### config.mk
export PLATFORM = sky130hd
export DESIGN_NAME = fifo_uart_tx
export DESIGN_NICKNAME = d
export VERILOG_FILES = /design/src/rtl/uart_pkg.sv /design/src/rtl/uart_baud_gen.sv /design/src/rtl/fifo_uart_tx.sv
export SDC_FILE = /design/constraint.sdc
export NUM_CORES = 1
export LEC_CHECK = 0
export CAP_MARGIN = 15
export CORE_UTILIZATION = 30
export DETAILED_ROUTE_END_ITERATION = 7
export HOLD_SLACK_MARGIN = 0.08
export PLACE_DENSITY_LB_ADDON = 0.25
export SYNTH_ARGS = -nofsm -noshare
export SYNTH_HDL_FRONTEND = slang
export SYNTH_HIERARCHICAL = 1
export SYNTH_SLANG_ARGS = --single-unit
### constraint.sdc
create_clock -name clock -period 5.1 [get_ports clock]
set_input_delay 0.765 -clock clock [delete_from_list [all_inputs] [get_ports clock]]
set_output_delay 0.765 -clock clock [all_outputs]
set_load 0.03 [all_outputs]
### src/rtl/uart_pkg.sv
// Shared definitions for the FIFO-fed UART transmitter.
package uart_pkg;

  localparam int   UART_DATA_BITS  = 8;
  localparam logic UART_IDLE_LEVEL = 1'b1;
  localparam logic [2:0] UART_LAST_BIT = 3'(UART_DATA_BITS - 1);

  typedef enum logic [2:0] {
    IDLE  = 3'd0,
    POP   = 3'd1,
    LOAD  = 3'd2,
    START = 3'd3,
    DATA  = 3'd4,
    STOP  = 3'd5
  } state_t;

endpackage

### src/rtl/uart_baud_gen.sv
// Bit-period counter: counts 0..CLKS_PER_BIT-1 while running and flags the
// last cycle of each bit.
module uart_baud_gen #(
  parameter int CLKS_PER_BIT = 16
) (
  input  logic clock,
  input  logic reset,
  input  logic run,
  input  logic clear,
  output logic bit_tick
);

  localparam int CW = (CLKS_PER_BIT > 1) ? $clog2(CLKS_PER_BIT) : 1;
  localparam logic [CW-1:0] LAST_CNT = CW'(CLKS_PER_BIT - 1);

  logic [CW-1:0] r_cnt;
  logic          w_last;

  assign w_last   = (r_cnt == LAST_CNT);
  assign bit_tick = run && w_last;

  always_ff @(posedge clock or posedge reset) begin
    if (reset) begin
      r_cnt <= '0;
    end else if (clear || !run || w_last) begin
      r_cnt <= '0;
    end else begin
      r_cnt <= r_cnt + 1'b1;
    end
  end

endmodule

### src/rtl/fifo_uart_tx.sv
// FIFO consumer that pops one byte at a time and sends it as a UART 8N1 frame.
//
// state | meaning
// IDLE  | line high, waiting for enable and a non-empty FIFO
// POP   | one-cycle read strobe to the FIFO
// LOAD  | capture the registered FIFO output into the shift register
// START | start bit (low) for one bit period
// DATA  | eight data bits, LSB first
// STOP  | stop bit (high); last cycle decides between POP and IDLE
module fifo_uart_tx
  import uart_pkg::*;
#(
  parameter int CLKS_PER_BIT = 16
) (
  input  logic       clock,
  input  logic       reset,
  input  logic       enable,
  input  logic       fifo_empty,
  input  logic [7:0] fifo_data,
  output logic       fifo_read,
  output logic       tx,
  output logic       busy,
  output logic       frame_done
);

  state_t     r_state, w_state_next;
  logic [7:0] r_shreg, w_shreg_next;
  logic [2:0] r_bit_idx, w_bit_idx_next;
  logic       r_tx, w_tx_next;
  logic       w_run, w_clear, w_bit_tick, w_can_start;

  assign w_run       = (r_state == START) || (r_state == DATA) || (r_state == STOP);
  assign w_clear     = (r_state == LOAD);
  assign w_can_start = enable && !fifo_empty;

  uart_baud_gen #(
    .CLKS_PER_BIT(CLKS_PER_BIT)
  ) u_baud (
    .clock   (clock),
    .reset   (reset),
    .run     (w_run),
    .clear   (w_clear),
    .bit_tick(w_bit_tick)
  );

  always_ff @(posedge clock or posedge reset) begin
    if (reset) begin
      r_state   <= IDLE;
      r_shreg   <= '0;
      r_bit_idx <= '0;
      r_tx      <= UART_IDLE_LEVEL;
    end else begin
      r_state   <= w_state_next;
      r_shreg   <= w_shreg_next;
      r_bit_idx <= w_bit_idx_next;
      r_tx      <= w_tx_next;
    end
  end

  always_comb begin
    w_state_next   = r_state;
    w_shreg_next   = r_shreg;
    w_bit_idx_next = r_bit_idx;
    unique case (r_state)
      IDLE:  if (w_can_start) w_state_next = POP;
      POP:   w_state_next = LOAD;
      LOAD: begin
        w_shreg_next = fifo_data;
        w_state_next = START;
      end
      START: if (w_bit_tick) begin
        w_state_next   = DATA;
        w_bit_idx_next = '0;
      end
      DATA: if (w_bit_tick) begin
        w_shreg_next = {1'b0, r_shreg[7:1]};
        if (r_bit_idx == UART_LAST_BIT) begin
          w_state_next = STOP;
        end else begin
          w_bit_idx_next = r_bit_idx + 1'b1;
        end
      end
      STOP:  if (w_bit_tick) w_state_next = w_can_start ? POP : IDLE;
      default: w_state_next = IDLE;
    endcase
  end

  // Line level is decided from the next state so tx changes on the same edge as the FSM.
  always_comb begin
    w_tx_next = UART_IDLE_LEVEL;
    case (w_state_next)
      START:   w_tx_next = 1'b0;
      DATA:    w_tx_next = w_shreg_next[0];
      default: w_tx_next = UART_IDLE_LEVEL;
    endcase
  end

  assign tx         = r_tx;
  assign fifo_read  = (r_state == POP);
  assign busy       = (r_state != IDLE);
  assign frame_done = (r_state == STOP) && w_bit_tick;

endmodule

* Word-level counts from Yosys, hierarchy flattened
Index checks and enable logic that the tools add are counted.
** Word-level totals
- Flip-flop bits (word level) :: 19
- Bits of input ports :: 12
- Output and inout port bits :: 4
- Word-level logic and storage cells :: 50
** Operators by class
- $add $sub $neg :: 2
- Equality and inequality tests :: 12
- Multiplexer cells :: 15
- Reduce and logical (&&, ||, !) cells :: 15
** Operators with widths (number)
- 2-to-1 mux 3 bit :: 8
- case mux 3 bit (6 select lines) :: 1
- case mux 8 bit (2 select lines) :: 1
- equality test 3 bit, second input constant :: 4
- equality test 3 x 2 -> 1 bit, second input constant :: 3
- 2-to-1 mux 8 bit :: 1
- != test 2 bit, second input constant :: 3
- case mux 3 bit (2 select lines) :: 1
- adder 4 x 1 -> 4 bit, second input constant :: 1
- equality test 4 bit, second input constant :: 1
- logical OR 1 bit :: 4
- 2-to-1 mux 4 bit :: 1
- AND reduction 4 bit :: 1
- nonzero test 2 bit :: 2
- adder 3 x 1 -> 3 bit, second input constant :: 1
- equality test 3 x 1 -> 1 bit, second input constant :: 1
- logical AND 1 bit :: 3
- logical NOT 3 bit :: 1
- nonzero test 3 bit :: 1
- logical NOT 1 bit :: 2
- case mux 1 bit (2 select lines) :: 1
- AND reduction 2 bit :: 1
- 2-to-1 mux 1 bit :: 1

* Longest topological paths before layout
Gate-level depths: netlist of run 1.
- Depth in word-level cells :: 8
- Mapped depth :: 9
- Depth with buffers taken out :: 7

* Hierarchy
Netlist of run 1, hierarchy kept.
** By module, submodules not included
- fifo_uart_tx :: times used 1, cells an instance 75, area each 814.5 um^2, sequential area each 376.6 um^2
- uart_baud_gen :: times used 1, cells an instance 18, area each 195.2 um^2, sequential area each 100.1 um^2

* Worst setup path before layout of run 1
OpenSTA, ideal clock, no wires.
- Kind :: reg-to-output
- From :: register r_state[2]
- To :: output port frame_done
- Arrival time :: 1.680 ns
- Required time :: 4.335 ns
- Slack :: 2.655 ns
- Cell stages (with the launch flop) :: 8
- Buffers on the path :: 1
- Cells stage by stage :: dfrtp_1 > buf_2 > nand3b_1 > nand2_1 > inv_1 > nor2_1 > nand2_1 > nor2_1
** Between the ends
- Cells in the longest elaborated chain, start to end :: 5
- Elaborated cells between the ends (all ways) :: 7
- Classes of those cells :: eq/ne (3); reduce/logical (4)
** Ends and longest elaborated chain
- from (decl) :: line fifo_uart_tx.sv:26 : state_t r_state, w_state_next;
- from (signal assigned) :: line fifo_uart_tx.sv:53 : r_state <= w_state_next;
- equality test 3 x 2 -> 1 bit or equality test 3 bit (tied branches) :: line fifo_uart_tx.sv:32 : assign w_run = (r_state == START) || (r_state == DATA) || (r_state == STOP);
- logical OR 1 bit :: line fifo_uart_tx.sv:32
- logical OR 1 bit * :: line fifo_uart_tx.sv:32
- via w_run :: line fifo_uart_tx.sv:30 : logic w_run, w_clear, w_bit_tick, w_can_start;
- logical AND 1 bit * :: line uart_baud_gen.sv:20 : assign bit_tick = run && w_last;
- via w_bit_tick :: line fifo_uart_tx.sv:30
- logical AND 1 bit * :: line fifo_uart_tx.sv:101 : assign frame_done = (r_state == STOP) && w_bit_tick;
- to (decl) :: line fifo_uart_tx.sv:23 : output logic frame_done
Mark *: on every way through the listed nets, which the timed path passes. The rest lies on a longest branch.

* Worst setup path after layout of run 1
- From :: register r_state[1]
- To :: output port frame_done
The elaborated chain is that of the path after synthesis.

==> impl_metrics.tcl, run 1 <==
set metrics [dict create \
    fin_cells 152 \
    grt_max_degree 16 \
    required_ns 4.34 \
    p_per_area_nw_per_um2 419 \
    track_usage_pct 11.3 \
    insertedDiodeCount 0 \
    post-route-period-util_pct 63.9 \
    vias 720 \
    synth_nets 108 \
    synthFlopType "dfrtp_1" \
    drive_gt1_share_pct 13.0 \
    synth.distinct_cells 37 \
    grt_pass1_vias 649 \
    p_leak_nw 0.558 \
    cts_sinks 19 \
    path_clk_slew_ns 0.11 \
    h-tree-depth 1 \
    critPathLaunchType "flip-flop" \
    finalHoldViolCount 0 \
    place_inst 148 \
    dpl.hpwl_mm 1.32 \
    io_buffers 15 \
    die_x_um 60.0 \
    drt_first_pass_iters 4 \
    critPathLaunch "r_state[1]" \
    die_h_um 60.0 \
    async_flop_share_pct 100 \
    rsz0062_at_grt "false" \
    max_freq_mhz 307 \
    grt_remaining_overflow 0 \
    io_pins 16 \
    clock_latency_ns 0.30 \
    drcViolationCount 0 \
    yosys.area.top_type "dfrtp_1" \
    dieArea_um2 3600 \
    peakVddDrop_v 0.000113 \
    fin_worst_skew_ns 0.00665 \
    via_per_inst 4.74 \
    criticalPathCategory "reg -> out" \
    cts_setup_buffers 0 \
    synth_edf_count 0 \
    clockBufferDepth 2 \
    crit_fanout 13 \
    ctsResizeCount 0 \
    area_delta_synth_final_pct 20.6 \
    route.final.wire_length_mm 1.72 \
    setup_viol 0 \
    worstHoldPathType "reg -> reg" \
    synth_common_cells "18 x dfrtp_1, 7 x a22o_1, 7 x nand2_1" \
    slew_violations 0 \
    ant_nets 0 \
    synthCells 93 \
    gp_congestion 0.785 \
    maxCapViolations 0 \
    antenna_found_initial 0 \
    tns_ns 0 \
    fp-row-count 20 \
    ys_ff_latch 19 \
    cts_tree "yes" \
    drt_iter0_drc 24 \
    netlist_area_um2 1010 \
    end_kind "output pin" \
    r2r_start "r_state[1]" \
    core-area_um2 3130 \
    grt_pass1_wl_mm 2.90 \
    tightest_slew_ns 0.585 \
    synth.area.top_cells "dfrtp_1 45%, a22o_1 6.1%, a21o_1 4.5%" \
    synth_seq_area_share_pct 47.2 \
    hold_path_startpoint "u_baud/r_cnt[0]" \
    yosysMostFrequentCell "dfrtp_1" \
    yosysWarnings 6 \
    wl_per_cell_um 11.3 \
    min_period_ns 3.26 \
    initial_utilization_pct 32.3 \
    outcome "completed" \
    relSlewSlack_pct 60.9 \
    n_fill_cell 325 \
    cts-root-buf "clkbuf_4" \
    critPathArrivalTime_ns 2.49 \
    synth_top_cell_area_share_pct 44.6 \
    nets 124 \
    hold_buffers 0 \
    cts_buffers 3 \
    synth_area_per_cell_um2 10.9 \
]
## worst max-delay path, cell delays in order (launching register included)
cell and delay (ns):
dfrtp_1 0.51, nand2b_1 0.25, nand2_1 0.12, inv_1 0.06, nor2_1 0.31, nand2_1 0.15
nor2_1 0.12, clkdlybuf4s50_1 0.67
## cell usage in the layout (no fill, tap or decap), types with 2 or more instances in the layout
cell type,count
nand4b_1,2
dfrtp_1,18
nor2_2,2
nand3b_1,4
clkbuf_4,3
nor2_1,5
inv_1,5
o21ai_0,3
a22o_1,7
clkdlybuf4s50_1,15
a21o_1,6
a21oi_1,4
nand2_1,7
ha_1,3
nor3b_1,2
## sequential cells by signal (all words and copies together), names as in the netlist
name	cells
r_shreg	8
u_baud/r_cnt	4
r_bit_idx	3
r_state	3
tx	1
## power breakdown
| part | internal [mW] | switching (mW) |
|---|---|---|
| Combinational | 0.0997 | 0.0846 |
| Clock | 0.0292 | 0.0461 |
| Sequential | 0.206 | 0.0441 |
## cells by family after synthesis
kind of cell	Yosys count	synth area share, %
AND/OR/NAND/NOR	36	24.9
AO/OA/AOI/OAI	23	17.1
flip-flops	19	47.2
buffers and inverters	9	4.34
adder cells (fa/ha/maj)	3	3.72
XOR/XNOR	2	1.74
multiplexers	1	0.991
## routing by layer
layer  share of wire (%)  vias to the layer above  wire, um  GRT usage, %
met1                  45                      343       769          13.4
li1                    -                      364         -             -
met2                  51                       11       878          18.9
met5                   0                        -         0             0
met4                0.99                        0        17          3.99
met3                 2.9                        2        50          3.90
## final cells by class
cell class | instances | area, um^2 | share of cell area [%]
Tap cell | 44 | 55.1 | 4.52
Inverter | 5 | 18.8 | 1.54
Clock buffer | 3 | 22.5 | 1.85
Timing Repair Buffer | 15 | 150 | 12.3
Multi-Input combinational cell | 65 | 489 | 40.2
Sequential cell | 19 | 477 | 39.2
Clock inverter | 1 | 5.00 | 0.411
## stage by stage
stage / total power, mW / hold slack (ns) / instance area (um^2) / util [%] / setup WS [ns]
2_1_floorplan: 0.397 / 0.449 / 1010 / - / 2.65
3_3_place_gp: 0.438 / 0.461 / 1190 / 38.0 / 2.21
3_5_place_dp: 0.443 / 0.467 / 1190 / 38.0 / 2.16
4_1_cts: 0.521 / 0.497 / 1220 / 38.9 / 1.83
5_1_grt: 0.551 / 0.511 / 1220 / 38.9 / 1.65
6_report: 0.510 / 0.488 / 1220 / 38.9 / 1.84
## path summary, 6_finish.rpt
check / to / slack (ns) / cells past startpoint
max in group asynchronous: r_shreg[4] / 3.86 / 2
min in group asynchronous: u_baud/r_cnt[1] / 0.66 / 2
setup / recovery: frame_done / 1.84 / 7
hold reg to reg: u_baud/r_cnt[0] / 0.49 / 1
hold / removal: u_baud/r_cnt[0] / 0.49 / 1
setup reg to reg: r_bit_idx[0] / 2.80 / 7
Note: power is estimated with default switching activity, not from simulation.
==> run 2: changes to the inputs <==
clock period = 3.3 ns   (was 5.1 ns; I/O delays follow)
==> impl_metrics.tcl, run 2 (synthesis results as in run 1) <==
set metrics [dict create \
    outcome "completed" \
    grt_pass1_wl_mm 3.01 \
    grt_pass1_vias 674 \
    crit_chain "nand2b_1 > nand2_1 > inv_1 > nor2_1 > nand2_1 > nor2_1 > clkdlybuf4s50_1" \
    top_layer_used "met4" \
    wl_met2_um 902 \
    worstRegToRegCells 7 \
    fin_worst_skew_ns 0.00818 \
    path_clk_slew_ns 0.11 \
    drcViolationCount 0 \
    cts_buffers 3 \
    cts_setup_buffers 0 \
    drive_gt1_share_pct 13.0 \
    die_h_um 60.0 \
    dieArea_um2 3600 \
    criticalPathCategory "reg -> out" \
    area_delta_synth_final_pct 20.6 \
    drt_first_pass_iters 4 \
    ctsResizeCount 0 \
    cts-root-buf "clkbuf_4" \
    largest_register_ffs 8 \
    nets 124 \
    clock_latency_ns 0.30 \
    finalHoldViolCount 0 \
    dpl.hpwl_mm 1.33 \
    p_per_area_nw_per_um2 647 \
    ant_nets 0 \
    rsz0062_at_grt "false" \
    n_fill_cell 326 \
    critPathArrivalTime_ns 2.53 \
    regMostFlops "r_shreg" \
    tns_ns 0 \
    cts_tree "yes" \
    p_leak_nw 0.558 \
    core-area_um2 3130 \
    fin_cells 152 \
    fp-row-count 20 \
    peakVddDrop_v 0.000176 \
    wl_per_cell_um 11.6 \
    track_usage_pct 11.7 \
    relSlewSlack_pct 60.7 \
    worstHoldPathType "in -> async" \
    die_x_um 60.0 \
    drt_iter0_drc 12 \
    insertedDiodeCount 0 \
    route.final.wire_length_mm 1.76 \
    hold_buffers 0 \
    place_inst 148 \
    post-route-period-util_pct 91.7 \
    grt_remaining_overflow 0 \
    via_per_inst 4.72 \
    top_regs "r_shreg x8, u_baud/r_cnt x4" \
    clockBufferDepth 2 \
    initial_utilization_pct 32.3 \
    critPathLaunchType "flip-flop" \
    maxCapViolations 0 \
    io_pins 16 \
    setup_viol 0 \
    final_cell_mix "18 x dfrtp_1, 15 x clkdlybuf4s50_1, 7 x a22o_1, 7 x nand2_1, 6 x a21o_1" \
    layout_commonest_cell "dfrtp_1" \
    end_kind "output pin" \
    gp_congestion 0.785 \
    grt_max_degree 16 \
    slowest_stage "clkdlybuf4s50_1" \
    utilization_pct 38.9 \
    io_buffers 15 \
    cts_sinks 19 \
    slew_violations 0 \
    required_ns 2.80 \
    max_stage_delay_ns 0.67 \
    h-tree-depth 1 \
    antenna_found_initial 0 \
    tightest_slew_ns 0.589 \
    vias 717 \
    max_freq_mhz 330 \
    min_period_ns 3.03 \
    wl_met3_um 45 \
    crit_fanout 13 \
    wl_met1_um 791 \
]
-- run 2: worst max-delay path, delay by kind of cell, from the launching register on --
kind / cells / cell delay [ns]
buffers and inverters: 2 / 0.73
DFF: 1 / 0.59
and+or+nand+nor: 5 / 0.92
-- run 2: stage by stage --
stage          hold WS (ns)  worst slack, ns  power [mW]  area, um^2
6_report              0.394            0.273       0.788        1220
5_1_grt               0.413           0.0732       0.854        1220
4_1_cts               0.382            0.282       0.806        1220
3_5_place_dp          0.467            0.610       0.685        1190
3_3_place_gp          0.461            0.683       0.677        1190
2_1_floorplan         0.261             1.12       0.614        1010
-- run 2: per-layer routing --
layer / vias up / track usage, %
li1: 364 / -
met5: - / 0
met3: 2 / 3.90
met4: 0 / 3.99
met1: 344 / 13.8
met2: 7 / 19.7
-- run 2: where the power goes --
part / internal, mW / leakage (nW) / switching, mW
sequential: 0.318 / 0.233 / 0.0688
combinational: 0.154 / 0.307 / 0.131
clock: 0.0451 / 0.0177 / 0.0707
total: 0.517 / 0.558 / 0.271
-- run 2: area by class of cell --
class	instances	area [um^2]	area share [%]
clock buffers	3	22.5	1.85
clock inverters	1	5.00	0.411
inverters	5	18.8	1.54
multi-input cells	65	489	40.2
flip-flops and latches	19	477	39.2
well taps	44	55.1	4.52
repair buffers	15	150	12.3
-- run 2: final timing paths --
| check | slack (ns) | start | to |
|---|---|---|---|
| worst min-delay path | 0.39 | reset | u_baud/r_cnt[1] |
| worst max-delay path | 0.27 | r_state[2] | frame_done |
| max in group asynchronous | 2.33 | reset | r_shreg[4] |
| min in group clock | 0.49 | u_baud/r_cnt[0] | u_baud/r_cnt[0] |
| worst min register to register | 0.49 | u_baud/r_cnt[0] | u_baud/r_cnt[0] |
| worst max register to register | 0.97 | r_state[2] | r_bit_idx[0] |
==> patch 1 (settings of run 2) <==
The 6 states of `state_t` get a one-hot encoding in 6 bits.
--- a/src/rtl/uart_pkg.sv
+++ b/src/rtl/uart_pkg.sv
@@ -5,13 +5,13 @@
   localparam logic UART_IDLE_LEVEL = 1'b1;
   localparam logic [2:0] UART_LAST_BIT = 3'(UART_DATA_BITS - 1);
 
-  typedef enum logic [2:0] {
-    IDLE  = 3'd0,
-    POP   = 3'd1,
-    LOAD  = 3'd2,
-    START = 3'd3,
-    DATA  = 3'd4,
-    STOP  = 3'd5
+  typedef enum logic [5:0] {
+    IDLE  = 6'b000001,
+    POP   = 6'b000010,
+    LOAD  = 6'b000100,
+    START = 6'b001000,
+    DATA  = 6'b010000,
+    STOP  = 6'b100000
   } state_t;
 
 endpackage
Behaviour: same outputs for any inputs over 10 cycles, from zero or initial values and one cycle with reset high; not proved beyond that.
==> patch 1 against run 2 <==
Fmax is 2.8% higher. Synthesized cell count grew 31%. Core utilization decreased by 1.0 points. Area after synthesis is 18% higher. Critical path depth increased by 1. Design area up 17%. Wire length increased by 33%. Non-clock buffer count is 1 higher. Sequential cell count is 3 higher. Largest power group unchanged. Count of clock-buffer cells in the layout increased by 1. Power is 3.2% higher. Setup slack gained 81 ps. Final cell count rose by 20%.
==> patch 1: results (changes against run 2) <==
Route:
- The sum of routed wire length over all layers was 2340 µm (+33%).
- The total vias in the final route is 927 (+29%).
- The per-cell via count in the routed design came to 5.07 (+7.4%).
- The violation count after the first detailed-route iteration was 46 (+34).

Final layout:
- The fraction of layout instances using a drive strength above 1 is 13.3% (+0.37 points).
- The largest registers in the layout are r_shreg x8, r_state x6, u_baud/r_cnt x4.
- The number of fill cells was 383 (+17%).
- The final layout net count was 151 (+22%).
- The antenna cell count is 0 (unchanged).

Clock network:
- The number of buffers on the longest clock path is 2 (unchanged).
- The number of cells upsized or downsized after cts is 0 (unchanged).
- The hold buffer count at CTS is 0 (unchanged).
- The master cell of the clock root buffer is sky130_fd_sc_hd__clkbuf_8.
- The clock latency of the later-clocked register in the worst-skew pair is 260 ps (-40 ps).
- The clock slew at the register clock pins of the worst setup and hold paths was 80 ps (-30 ps).

Min path:
- The tightest min-delay check is of the in -> async type.

Placement:
- The pre-CTS worst setup slack is 656 ps (+46.3 ps).
- The quantity of I/O buffers inserted on ports was 15 (unchanged).
- The routability congestion estimate came to 0.906 (+15%).
- The half-perimeter wire length of the detailed placement result is 1720 µm (+29%).
- The number of instances in the placed design is 179 (+21%).

Run status:
- The flow ran to the end, and the final reports show no timing, DRC or antenna violations.

Critical path:
- The largest fanout on the critical path came to 5 (-8).
- The endpoint arrival time on the critical path is 2450 ps (-80 ps).

STA:
- The final period demand of the worst path is 2950 ps (-81.3 ps).
- The worst clock skew on the final layout came to 1.61 ps (-6.56 ps).
- The worst slew margin relative to its limit is 54.2% (-6.5 points).

Synthesis:
- The count of yosys warnings during synthesis came to 6 (unchanged).
- The sequential area share after synthesis is 46.4% (-0.78 points).
- Counting instances in the post-synthesis netlist gives the leading cell types as sky130_fd_sc_hd__dfrtp_1, sky130_fd_sc_hd__nand2_1, sky130_fd_sc_hd__nor2_1.
- The number of flops mapped to enable cells by yosys was 0 (unchanged).
- The async set or reset register ratio after synthesis is 100% (unchanged).
- Yosys attributes the largest share of cell area to sky130_fd_sc_hd__dfrtp_1, sky130_fd_sc_hd__nand2_1, sky130_fd_sc_hd__a22oi_1.
- The number of different library cells in the post-synthesis netlist was 42 (+14%).
- The number of nets in the synthesized netlist is 137 (+27%).
- The average cell area after synthesis is 9.76 µm² (-10%).

Power and ir drop:
- The power drawn by the combinational cells is 0.222 mW (-22%).
- The total power divided by cell area came to 573 nW/µm² (-11%).
- The proportion of power drawn by the clock network is 23.8% (+9.1 points).
- The worst vdd rail ir drop came to 247 µV (+41%).
- The leakage power total is 0.625 nW (+12%).
- The post-layout total power is 0.814 mW (+3.2%).
- The switching power share of the total was 32.4% (-2.0 points).

GRT:
- The first-pass GRT wire length came to 4020 µm (+33%).
- The number of global-route vias before repair is 894 (+33%).
- The global-route usage over all layers is 12.7% (+1.0 points).
- The maximum number of pins on one net before global-route repair was 19 (+3).
==> patch 1: cells by family (layout without fill, tap and decap cells) <==
logic type | Yosys count | in the layout | synth area share [%]
buffers and inverters | 12 | 25 | 5.15
xor gates and xnor gates | 4 | 4 | 2.94
and+or+nand+nor | 57 | 57 | 27.7
AOI/OAI and AO/OA | 21 | 21 | 12.0
DFF | 22 | 22 | 46.4
muxes | 3 | 3 | 2.63
adders and majority gates | 3 | 3 | 3.15
==> patch 1: worst max-delay path, cell delays in order (launching register included) <==
cell and delay, ps:
sky130_fd_sc_hd__dfrtp_1 410, sky130_fd_sc_hd__or2_2 360, sky130_fd_sc_hd__or3_1 360, sky130_fd_sc_hd__o21ai_0 290, sky130_fd_sc_hd__inv_1 110, sky130_fd_sc_hd__nor2_1 150, sky130_fd_sc_hd__nand2_1 100, sky130_fd_sc_hd__nor3_1 200
sky130_fd_sc_hd__buf_4 200
==> patch 1: area by class of cell <==
class	count	share of cell area [%]
Timing Repair Buffer	16	10.9
Inverter	5	1.32
Clock buffer	4	3.88
Multi-Input combinational cell	88	40.7
Tap cell	48	4.23
Sequential cell	22	39.0
==> patch 1: metal layers <==
metal	global-route usage, %	routed length, µm	up-vias
met5	0	0	-
met4	6.52	47	0
met3	2.11	72	5
met2	20.7	1110	18
met1	16.0	1110	446
li1	-	-	458
==> patch 1: final timing paths <==
kind | to | slack [ps] | depth (start not counted) | from
max | frame_done | 350 | 8 | r_state[3]
min | u_baud/r_cnt[2] | 440 | 2 | reset
max reg2reg | r_shreg[5] | 650 | 10 | r_state[3]
min reg2reg | u_baud/r_cnt[0] | 470 | 1 | u_baud/r_cnt[0]
max in group asynchronous | r_state[3] | 2200 | 2 | reset
min in group clock | u_baud/r_cnt[0] | 470 | 1 | u_baud/r_cnt[0]
==> patch 2 (settings of run 2) <==
Made on the original files. `CLKS_PER_BIT` is set to 16 in 2 places; all go to 32.
--- a/src/rtl/uart_baud_gen.sv
+++ b/src/rtl/uart_baud_gen.sv
@@ -1,7 +1,7 @@
 // Bit-period counter: counts 0..CLKS_PER_BIT-1 while running and flags the
 // last cycle of each bit.
 module uart_baud_gen #(
-  parameter int CLKS_PER_BIT = 16
+  parameter int CLKS_PER_BIT = 32
 ) (
   input  logic clock,
   input  logic reset,
--- a/src/rtl/fifo_uart_tx.sv
+++ b/src/rtl/fifo_uart_tx.sv
@@ -10,7 +10,7 @@
 module fifo_uart_tx
   import uart_pkg::*;
 #(
-  parameter int CLKS_PER_BIT = 16
+  parameter int CLKS_PER_BIT = 32
 ) (
   input  logic       clock,
   input  logic       reset,
Check against the original RTL: same outputs for any inputs over 10 cycles, from zero or initial values and one cycle with reset high; that may be too few to reach the edited logic, so the function may still have changed.
==> patch 2 against run 2 <==
Power fell by 2.8%. Global-route usage increased by 0.44 points. Register-to-register slack improved by 80 ps. Sequential cell count rose by 1. Design area increased by 5.1%. Setup slack gained 160 ps. Wire length grew 19%. Area after synthesis is 5.1% higher. Highest routed layer unchanged.
==> patch 2: results (changes against run 2) <==
Run status:
- The run finished with clean final reports.

Final layout:
- The number of fill cells is 365 (+12%).
- In the final layout, the registers with the most flip-flops are r_shreg x8, u_baud/r_cnt x5.
- The final layout net count is 128 (+3.2%).
- The fraction of layout instances using a drive strength above 1 is 12.6% (-0.35 points).
- The antenna cell count is 0 (unchanged).

Min path:
- The tightest min-delay check is of the in -> async type.

Route:
- The met1 wire length is 1090 µm (+37%).
- The total vias in the final route is 789 (+10%).
- The total met3 wirelength after detailed routing was 73 µm (+62%).
- The violation count after the first detailed-route iteration came to 18 (+6).
- The highest routing layer actually used is met4.
- The first-pass iteration count of the detailed router is 5 (+1).
- The met2 wire length was 917 µm (+1.7%).
- The average wire length per cell after detail routing came to 13.3 µm (+15%).

GRT:
- The met2 usage is 19.9% (+0.19 points).
- The initial antenna violation count is 0 (unchanged).
- The maximum number of pins on one net before global-route repair is 16 (unchanged).
- The met1 track demand over resource in global routing came to 16.0% (+2.2 points).
- The global-route usage over all layers is 12.1% (+0.44 points).
- The met3 demand-to-capacity share in global routing came to 2.52% (-1.4 points).
- The number of global-route vias before repair is 783 (+16%).
- The first-pass GRT wire length is 3330 µm (+11%).

Power and ir drop:
- The leakage power total is 0.580 nW (+3.9%).
- The worst vdd rail ir drop is 163 µV (-7.1%).

Clock network:
- The number of cells upsized or downsized after cts came to 0 (unchanged).
- The tree is rooted in a sky130_fd_sc_hd__clkbuf_4.
- The number of setup buffers added after CTS is 0 (unchanged).
- The number of clock buffers inserted by TritonCTS came to 3 (unchanged).
- The H-tree depth was 1 (unchanged).
- The number of buffers on the longest clock path is 2 (unchanged).
- The clock slew at the register clock pins of the worst setup and hold paths is 110 ps (about the same).
- The clock latency of the later-clocked register in the worst-skew pair is 300 ps (about the same).

Critical path:
- The critical path starts at u_baud/r_cnt[0].
- The largest fanout on the critical path is 7 (-6).
- The slowest stage cell on the critical path is sky130_fd_sc_hd__clkdlybuf4s50_1.
- The endpoint arrival time on the critical path was 2380 ps (-150 ps).
- The family with the most delay on the worst path is buffers and inverters.
- The worst stage delay on the critical path was 670 ps (about the same).

STA:
- The worst clock skew on the final layout is 3.83 ps (-4.35 ps).
- The worst slew margin relative to its limit is 59.8% (-0.86 points).

Placement:
- The half-perimeter wire length of the detailed placement result is 1450 µm (+8.6%).
- The quantity of I/O buffers inserted on ports is 15 (unchanged).
- The routability congestion estimate is 0.781 (-0.41%).

Synthesis:
- The async set or reset register ratio after synthesis is 100% (unchanged).
- The sequential area share after synthesis is 47.3% (+0.076 points).
- The number of different library cells in the post-synthesis netlist was 40 (+8.1%).
- In the post-synthesis netlist, the biggest area contributors are sky130_fd_sc_hd__dfrtp_1, sky130_fd_sc_hd__a22o_1, sky130_fd_sc_hd__ha_1.
- The count of yosys warnings during synthesis came to 6 (unchanged).
- After synthesis, the most frequently instantiated cells are sky130_fd_sc_hd__dfrtp_1, sky130_fd_sc_hd__a22o_1, sky130_fd_sc_hd__nand2_1.
- The number of nets in the synthesized netlist is 112 (+3.7%).
[patch 2: cell type report]
class | count | share of cell area (%)
flip-flops and latches | 20 | 39.2
clock buffers | 4 | 2.83
multi-input cells | 69 | 40.9
well taps | 46 | 4.50
repair buffers | 15 | 11.7
inverters | 3 | 0.880
[patch 2: metrics by stage]
step | power [mW] | instances | setup slack, ps | util (%) | cell area [µm²]
after floorplan | 0.566 | 96 | 1230 | - | 1060
after global placement | 0.622 | 153 | 793 | 37.0 | 1240
after detailed placement | 0.631 | 153 | 764 | 37.0 | 1240
after CTS | 0.775 | 157 | 402 | 38.1 | 1280
after global routing | 0.820 | 157 | 268 | 38.1 | 1280
final | 0.766 | 157 | 429 | 38.1 | 1280
[patch 2: logic make-up after synthesis]
family / Yosys count / synth area share [%]
buffers and inverters: 7 / 3.42
AOI/OAI and AO/OA: 23 / 16.3
xor gates and xnor gates: 1 / 0.826
muxes: 2 / 2.00
and+or+nand+nor: 39 / 25.5
adders and majority gates: 4 / 4.72
DFF: 20 / 47.3
[patch 2: worst paths after layout]
check / end / slack [ps] / cells past startpoint
worst max-delay path: frame_done / 430 / 7
worst min-delay path: u_baud/r_cnt[4] / 430 / 2
worst max register to register: r_shreg[7] / 1050 / 7
worst min register to register: u_baud/r_cnt[0] / 470 / 1
max in group asynchronous: r_bit_idx[2] / 2320 / 2
min in group clock: u_baud/r_cnt[0] / 470 / 1
[patch 2: where the power goes]
part / internal (mW) / switching [mW] / leakage (nW)
Clock: 0.0672 / 0.0750 / 0.0210
Sequential: 0.329 / 0.0561 / 0.245
Combinational: 0.141 / 0.0979 / 0.314
Total: 0.537 / 0.229 / 0.580
